$ cat src/rtl/alu_mul_sequencer_if.sv
// Request/response handshake bundle between a multiply requester and the
// shift-add multiplier controller.
interface alu_mul_sequencer_if #(
  parameter int W = 16
);
  logic           req_valid;
  logic           req_ready;
  logic [W-1:0]   req_a;
  logic [W-1:0]   req_b;
  logic           rsp_valid;
  logic           rsp_ready;
  logic [2*W-1:0] rsp_prod;

  modport master (
    output req_valid, req_a, req_b, rsp_ready,
    input  req_ready, rsp_valid, rsp_prod
  );

  modport slave (
    input  req_valid, req_a, req_b, rsp_ready,
    output req_ready, rsp_valid, rsp_prod
  );
endinterface

$ cat src/rtl/alu_mul_sequencer.sv
// Shift-add multiplier controller: borrows the shared combinational ALU one op per
// clock (double add, double shift-left, single shift-right) to form a 2W product.
module alu_mul_sequencer #(
  parameter int W = 16
) (
  input  logic               clk,
  input  logic               rst_n,
  alu_mul_sequencer_if.slave bus,
  output logic               busy,
  output logic [3:0]         alu_op,
  output logic [W-1:0]       alu_ha,
  output logic [W-1:0]       alu_la,
  output logic [W-1:0]       alu_hb,
  output logic [W-1:0]       alu_lb,
  input  logic [W-1:0]       alu_hc,
  input  logic [W-1:0]       alu_lc,
  input  logic               alu_zr,
  input  logic               alu_carry
);

  localparam logic [3:0] OP_ADD2 = 4'd8;
  localparam logic [3:0] OP_SHL2 = 4'd13;
  localparam logic [3:0] OP_SHR1 = 4'd4;
  localparam int         CW      = $clog2(W + 1);
  localparam logic [CW-1:0] SHR_MAX = CW'(W);

  typedef enum logic [2:0] {IDLE, ADD, SHL, SHR, DONE} state_t;

  state_t         state;
  state_t         state_nxt;
  logic [2*W-1:0] acc;
  logic [2*W-1:0] mcand;
  logic [W-1:0]   mplier;
  logic [CW-1:0]  shr_cnt;
  logic           req_ready_r;
  logic           rsp_valid_r;
  logic           shr_limit;

  assign bus.req_ready = req_ready_r;
  assign bus.rsp_valid = rsp_valid_r;
  assign bus.rsp_prod  = acc;

  // A multiplier never needs more than W shift-rights; beyond that something is broken.
  assign shr_limit = (state == SHR) && (shr_cnt >= SHR_MAX);

  always_comb begin
    state_nxt = state;
    case (state)
      IDLE: begin
        if (bus.req_valid) begin
          if (bus.req_b == '0)  state_nxt = DONE;
          else if (bus.req_b[0]) state_nxt = ADD;
          else                   state_nxt = SHL;
        end
      end
      ADD: state_nxt = SHL;
      SHL: state_nxt = SHR;
      SHR: begin
        if (shr_limit || alu_zr) state_nxt = DONE;
        else if (alu_lc[0])      state_nxt = ADD;
        else                     state_nxt = SHL;
      end
      DONE: if (bus.rsp_ready) state_nxt = IDLE;
      default: state_nxt = IDLE;
    endcase
  end

  always_ff @(posedge clk or negedge rst_n) begin
    if (!rst_n) begin
      state       <= IDLE;
      acc         <= '0;
      mcand       <= '0;
      mplier      <= '0;
      shr_cnt     <= '0;
      req_ready_r <= 1'b1;
      rsp_valid_r <= 1'b0;
      busy        <= 1'b0;
    end else begin
      state       <= state_nxt;
      req_ready_r <= (state_nxt == IDLE);
      rsp_valid_r <= (state_nxt == DONE);
      busy        <= (state_nxt == ADD) || (state_nxt == SHL) || (state_nxt == SHR);
      case (state)
        IDLE: begin
          if (bus.req_valid) begin
            acc     <= '0;
            mcand   <= {{W{1'b0}}, bus.req_a};
            mplier  <= bus.req_b;
            shr_cnt <= '0;
          end
        end
        ADD: acc <= {alu_hc, alu_lc};
        SHL: mcand <= {alu_hc, alu_lc};
        SHR: begin
          mplier  <= alu_lc;
          shr_cnt <= shr_cnt + CW'(1);
        end
        default: ;
      endcase
    end
  end

  // ALU operands decode straight from registered state; idle states release the ALU.
  always_comb begin
    alu_op = '0;
    alu_ha = '0;
    alu_la = '0;
    alu_hb = '0;
    alu_lb = '0;
    case (state)
      ADD: begin
        alu_op           = OP_ADD2;
        {alu_ha, alu_la} = acc;
        {alu_hb, alu_lb} = mcand;
      end
      SHL: begin
        alu_op           = OP_SHL2;
        {alu_hb, alu_lb} = mcand;
      end
      SHR: begin
        alu_op = OP_SHR1;
        alu_lb = mplier;
      end
      default: ;
    endcase
  end

  always_ff @(posedge clk) begin
    if (rst_n && state == ADD)
      assert (!alu_carry) else $error("alu_mul_sequencer: carry out during accumulate");
    if (rst_n)
      assert (!shr_limit) else $error("alu_mul_sequencer: shift-right limit exceeded");
  end

endmodule

$ cat src/flat_wrapper.sv
// flat-port wrapper written by rule: the top's interface ports become plain ports
module alu_mul_sequencer_flat 
#(
  parameter int W = 16
)
  (clk, rst_n, busy, alu_op, alu_ha, alu_la, alu_hb, alu_lb, alu_hc, alu_lc, alu_zr, alu_carry, bus_req_valid, bus_req_a, bus_req_b, bus_rsp_ready, bus_req_ready, bus_rsp_valid, bus_rsp_prod);
  alu_mul_sequencer_if #(.W(W)) bus_i ();
  input  logic clk;
  input  logic rst_n;
  output logic busy;
  output logic [3:0] alu_op;
  output logic [W-1:0] alu_ha;
  output logic [W-1:0] alu_la;
  output logic [W-1:0] alu_hb;
  output logic [W-1:0] alu_lb;
  input  logic [W-1:0] alu_hc;
  input  logic [W-1:0] alu_lc;
  input  logic alu_zr;
  input  logic alu_carry;
  input wire logic [$bits(bus_i.req_valid)-1:0] bus_req_valid;
  input wire logic [$bits(bus_i.req_a)-1:0] bus_req_a;
  input wire logic [$bits(bus_i.req_b)-1:0] bus_req_b;
  input wire logic [$bits(bus_i.rsp_ready)-1:0] bus_rsp_ready;
  output wire logic [$bits(bus_i.req_ready)-1:0] bus_req_ready;
  output wire logic [$bits(bus_i.rsp_valid)-1:0] bus_rsp_valid;
  output wire logic [$bits(bus_i.rsp_prod)-1:0] bus_rsp_prod;
  assign bus_i.req_valid = bus_req_valid;
  assign bus_i.req_a = bus_req_a;
  assign bus_i.req_b = bus_req_b;
  assign bus_i.rsp_ready = bus_rsp_ready;
  assign bus_req_ready = bus_i.req_ready;
  assign bus_rsp_valid = bus_i.rsp_valid;
  assign bus_rsp_prod = bus_i.rsp_prod;
  alu_mul_sequencer #(.W(W)) u_core (.clk(clk), .rst_n(rst_n), .bus(bus_i), .busy(busy), .alu_op(alu_op), .alu_ha(alu_ha), .alu_la(alu_la), .alu_hb(alu_hb), .alu_lb(alu_lb), .alu_hc(alu_hc), .alu_lc(alu_lc), .alu_zr(alu_zr), .alu_carry(alu_carry));
endmodule
$ cat config.mk
export PLATFORM = sky130hd
export DESIGN_NAME = alu_mul_sequencer_flat
export DESIGN_NICKNAME = d
export VERILOG_FILES = /design/src/rtl/alu_mul_sequencer_if.sv /design/src/rtl/alu_mul_sequencer.sv /design/src/flat_wrapper.sv
export SDC_FILE = /design/constraint.sdc
export NUM_CORES = 1
export LEC_CHECK = 0
export BUFFER_PORTS_ARGS = -buffer_cell sky130_fd_sc_hd__buf_4
export CAP_MARGIN = 20
export CELL_PAD_IN_SITES_DETAIL_PLACEMENT = 0
export CELL_PAD_IN_SITES_GLOBAL_PLACEMENT = 1
export CORE_MARGIN = 3
export CORE_UTILIZATION = 39
export CTS_BUF_LIST = sky130_fd_sc_hd__clkbuf_16
export CTS_CLUSTER_DIAMETER = 60
export CTS_CLUSTER_SIZE = 25
export DETAILED_ROUTE_END_ITERATION = 6
export GPL_TIMING_DRIVEN = 0
export MAX_ROUTING_LAYER = met4
export PLACE_DENSITY = 0.93
export SLEW_MARGIN = 25
export SYNTH_ARGS = -nofsm -noshare
export SYNTH_HDL_FRONTEND = slang
export SYNTH_SLANG_ARGS = --single-unit
export TNS_END_PERCENT = 50
$ cat constraint.sdc
create_clock -name clk -period 2.9 [get_ports clk]
set_input_delay 0.435 -clock clk [delete_from_list [all_inputs] [get_ports clk]]
set_output_delay 0.435 -clock clk [all_outputs]
set_load 0.02 [all_outputs]
==> metrics.cfg <==
[run_status]
outcome=finished clean

[finish]
final_nets=653
design_area_sq_um=6000
nFillCells=934
area_growth_pct=41.0
antenna_cells=0
final_common_cell=buf_4
drive_gt1_share_pct=36.1
layout_common_cells=buf_4 (173), dfrtp_1 (90), a22o_1 (66)

[clock_network]
post-cts-setup-buffers=0
cts_root_buf=clkbuf_16
hold_buffers=0
cts_tree=yes
cts-resized-gates=0
cts.sinks=91
clk_pin_slew_ns=0.06
numCtsBuffers=9
clockBufferDepth=2
htreeDepth=3
clk_latency_ns=0.33

[hold_path]
min_path_type=primary input to asynchronous set/reset pin

[synthesis]
synth_edf_count=0
ys_types=39
syn_inst=401
synthArstFlopShare_pct=100
yosys_warnings=0
ys_dominant_reg_cell=dfrtp_1
syn-num-nets=472
synth-seq-area-share_pct=53.6
syn_area_per_cell_sq_um=10.6
synth_seq_cells=91
synth_area_sq_um=4250

[timing]
worst_pin_slew_ns=0.829
fmax_mhz=357
slew-limit-headroom_pct=44.8
whs_ns=0.145
period_share_pct=96.6
hold_viol_final=0
setup_viol=0
clock-skew-final_ns=0.00449
layout_min_cycle_time_ns=2.80
grt_setup_unrepaired=no
tns_ns=0
drv_slew=0
worst_slack_ns=0.0993

[critical_path]
cp-start-kind=register
worstPathArrival_ns=2.37
r2r_cells=6
path_cells=buf_2 -> nor2_1 -> clkbuf_1 -> a22o_1 -> buf_4
critPathMaxFanout=10
slowest_stage=nor2_1
critical_path_class=register to output port
max_stage_delay_ns=0.52
critical_path.endpoint_type=output port
reg2reg_slack_ns=1.02
cp.required_ns=2.47

[drt]
wl_per_cell_microns=18.8
viasPerCell=5.51
dr.pass1.iters=7
drt-total-wl_mm=13.6
dr_total_vias=3982
drc=0
drt_iter0_drc=355
postRouteAntennaNets=0

[global_route]
grt_max_degree=92
grt_use_total_pct=23.1
antenna_found_initial=0
grt-ovfl-total=0
grt_pass1_vias=3995
grt_pass1_wl_mm=21.9

[flow_run]
drv_cap=0

[floorplanning]
fp.coreArea_sq_um=10500
io_pins=173
die-area_sq_um=12200
dieHeight_microns=110
die_w_microns=110
rows=37
start_util_pct=40.7

[place]
dpl_cell_area_sq_um=5700
dp_hpwl_mm=10.2
place_ws_ns=0.426
gp_congestion=0.908
portBuffers=170

[power]
power_leakage_nw=3.04
powerDensity_nw_per_um2=1310
vdd_drop_max_v=0.000528

## worst max-delay path, delay by kind of cell, from the launching register on
kind | cells | cell delay, ns
flip-flops | 1 | 0.41
AND/OR/NAND/NOR | 1 | 0.52
AO/OA/AOI/OAI | 1 | 0.28
buffers and inverters | 3 | 0.82
## kinds of logic (layout without fill, tap and decap cells)
logic type | after synthesis | in the layout | share of synthesized area (%)
AOI/OAI and AO/OA | 109 | 109 | 19.7
xor gates and xnor gates | 2 | 2 | 0.412
adders and majority gates | 1 | 1 | 0.294
buffers and inverters | 37 | 223 | 4.29
DFF | 91 | 91 | 53.6
muxes | 19 | 19 | 4.50
other | 1 | 1 | 0.0882
and+or+nand+nor | 141 | 141 | 17.1
## stage by stage
| step | utilization [%] | std cells | power, mW |
|---|---|---|---|
| 2_1_floorplan | - | 401 | 4.90 |
| 3_3_place_gp | 54.5 | 707 | 6.63 |
| 3_5_place_dp | 54.5 | 707 | 6.73 |
| 4_1_cts | 57.3 | 723 | 7.91 |
| 5_1_grt | 57.3 | 723 | 8.37 |
| 6_report | 57.3 | 723 | 7.87 |
## registers in the layout, indices dropped and copies added, names as in the netlist
name	count
u_core.bus.rsp_valid	1
u_core.bus.rsp_prod	32
u_core.mplier	16
u_core.bus.req_ready	1
u_core.shr_cnt	5
u_core.state	3
u_core.mcand	32
u_core.busy	1
## layer usage
layer / routed length (microns) / track usage (%) / vias up
li1: - / - / 1794
met5: 0 / - / -
met3: 1150 / 4.71 / 23
met1: 5870 / 30.8 / 1913
met4: 276 / 7.88 / 0
met2: 6280 / 35.4 / 252
## cell usage after synthesis (4+ instances only)
cell type   n  area share (%)
dfrtp_1    90              53
a22o_1     66              14
and2_1     49             7.2
nand2_1    47             4.1
nor2_1     24             2.1
mux2i_1    18             4.2
buf_2      17             2.0
o21ai_0    17             2.0
a31oi_1    15             2.2
clkbuf_1   13             1.1
nor4_1      5            0.74
buf_4       4            0.71
nand3_1     4            0.47
## final timing paths
path                                         startpoint                             endpoint
max in group asynchronous                         rst_n         u_core.mcand[15]$_DFFE_PN0P_
setup reg to reg              u_core.state[2]$_DFF_PN0_  u_core.bus.rsp_prod[31]$_DFFE_PN0P_
hold / removal                                    rst_n  u_core.bus.rsp_prod[18]$_DFFE_PN0P_
setup / recovery              u_core.state[2]$_DFF_PN0_                           alu_lb[15]
hold reg to reg            u_core.mcand[20]$_DFFE_PN0P_         u_core.mcand[20]$_DFFE_PN0P_
min in group clk                             alu_hc[11]  u_core.bus.rsp_prod[27]$_DFFE_PN0P_
## cell type report
cell class | count | area, sq um | share of cell area (%)
flip-flops and latches | 91 | 2280 | 38.0
multi-input cells | 273 | 1790 | 29.9
repair buffers | 170 | 1280 | 21.3
clock buffers | 9 | 225 | 3.75
plain buffers | 35 | 175 | 2.92
well taps | 136 | 170 | 2.84
clock inverters | 7 | 70.1 | 1.17
inverters | 2 | 7.51 | 0.125
## power by group
part / internal, mW / switching (mW)
registers: 1.87 / 0.381
logic: 1.88 / 2.58
clock network: 0.665 / 0.494
Power figures use the tool's default switching activity.
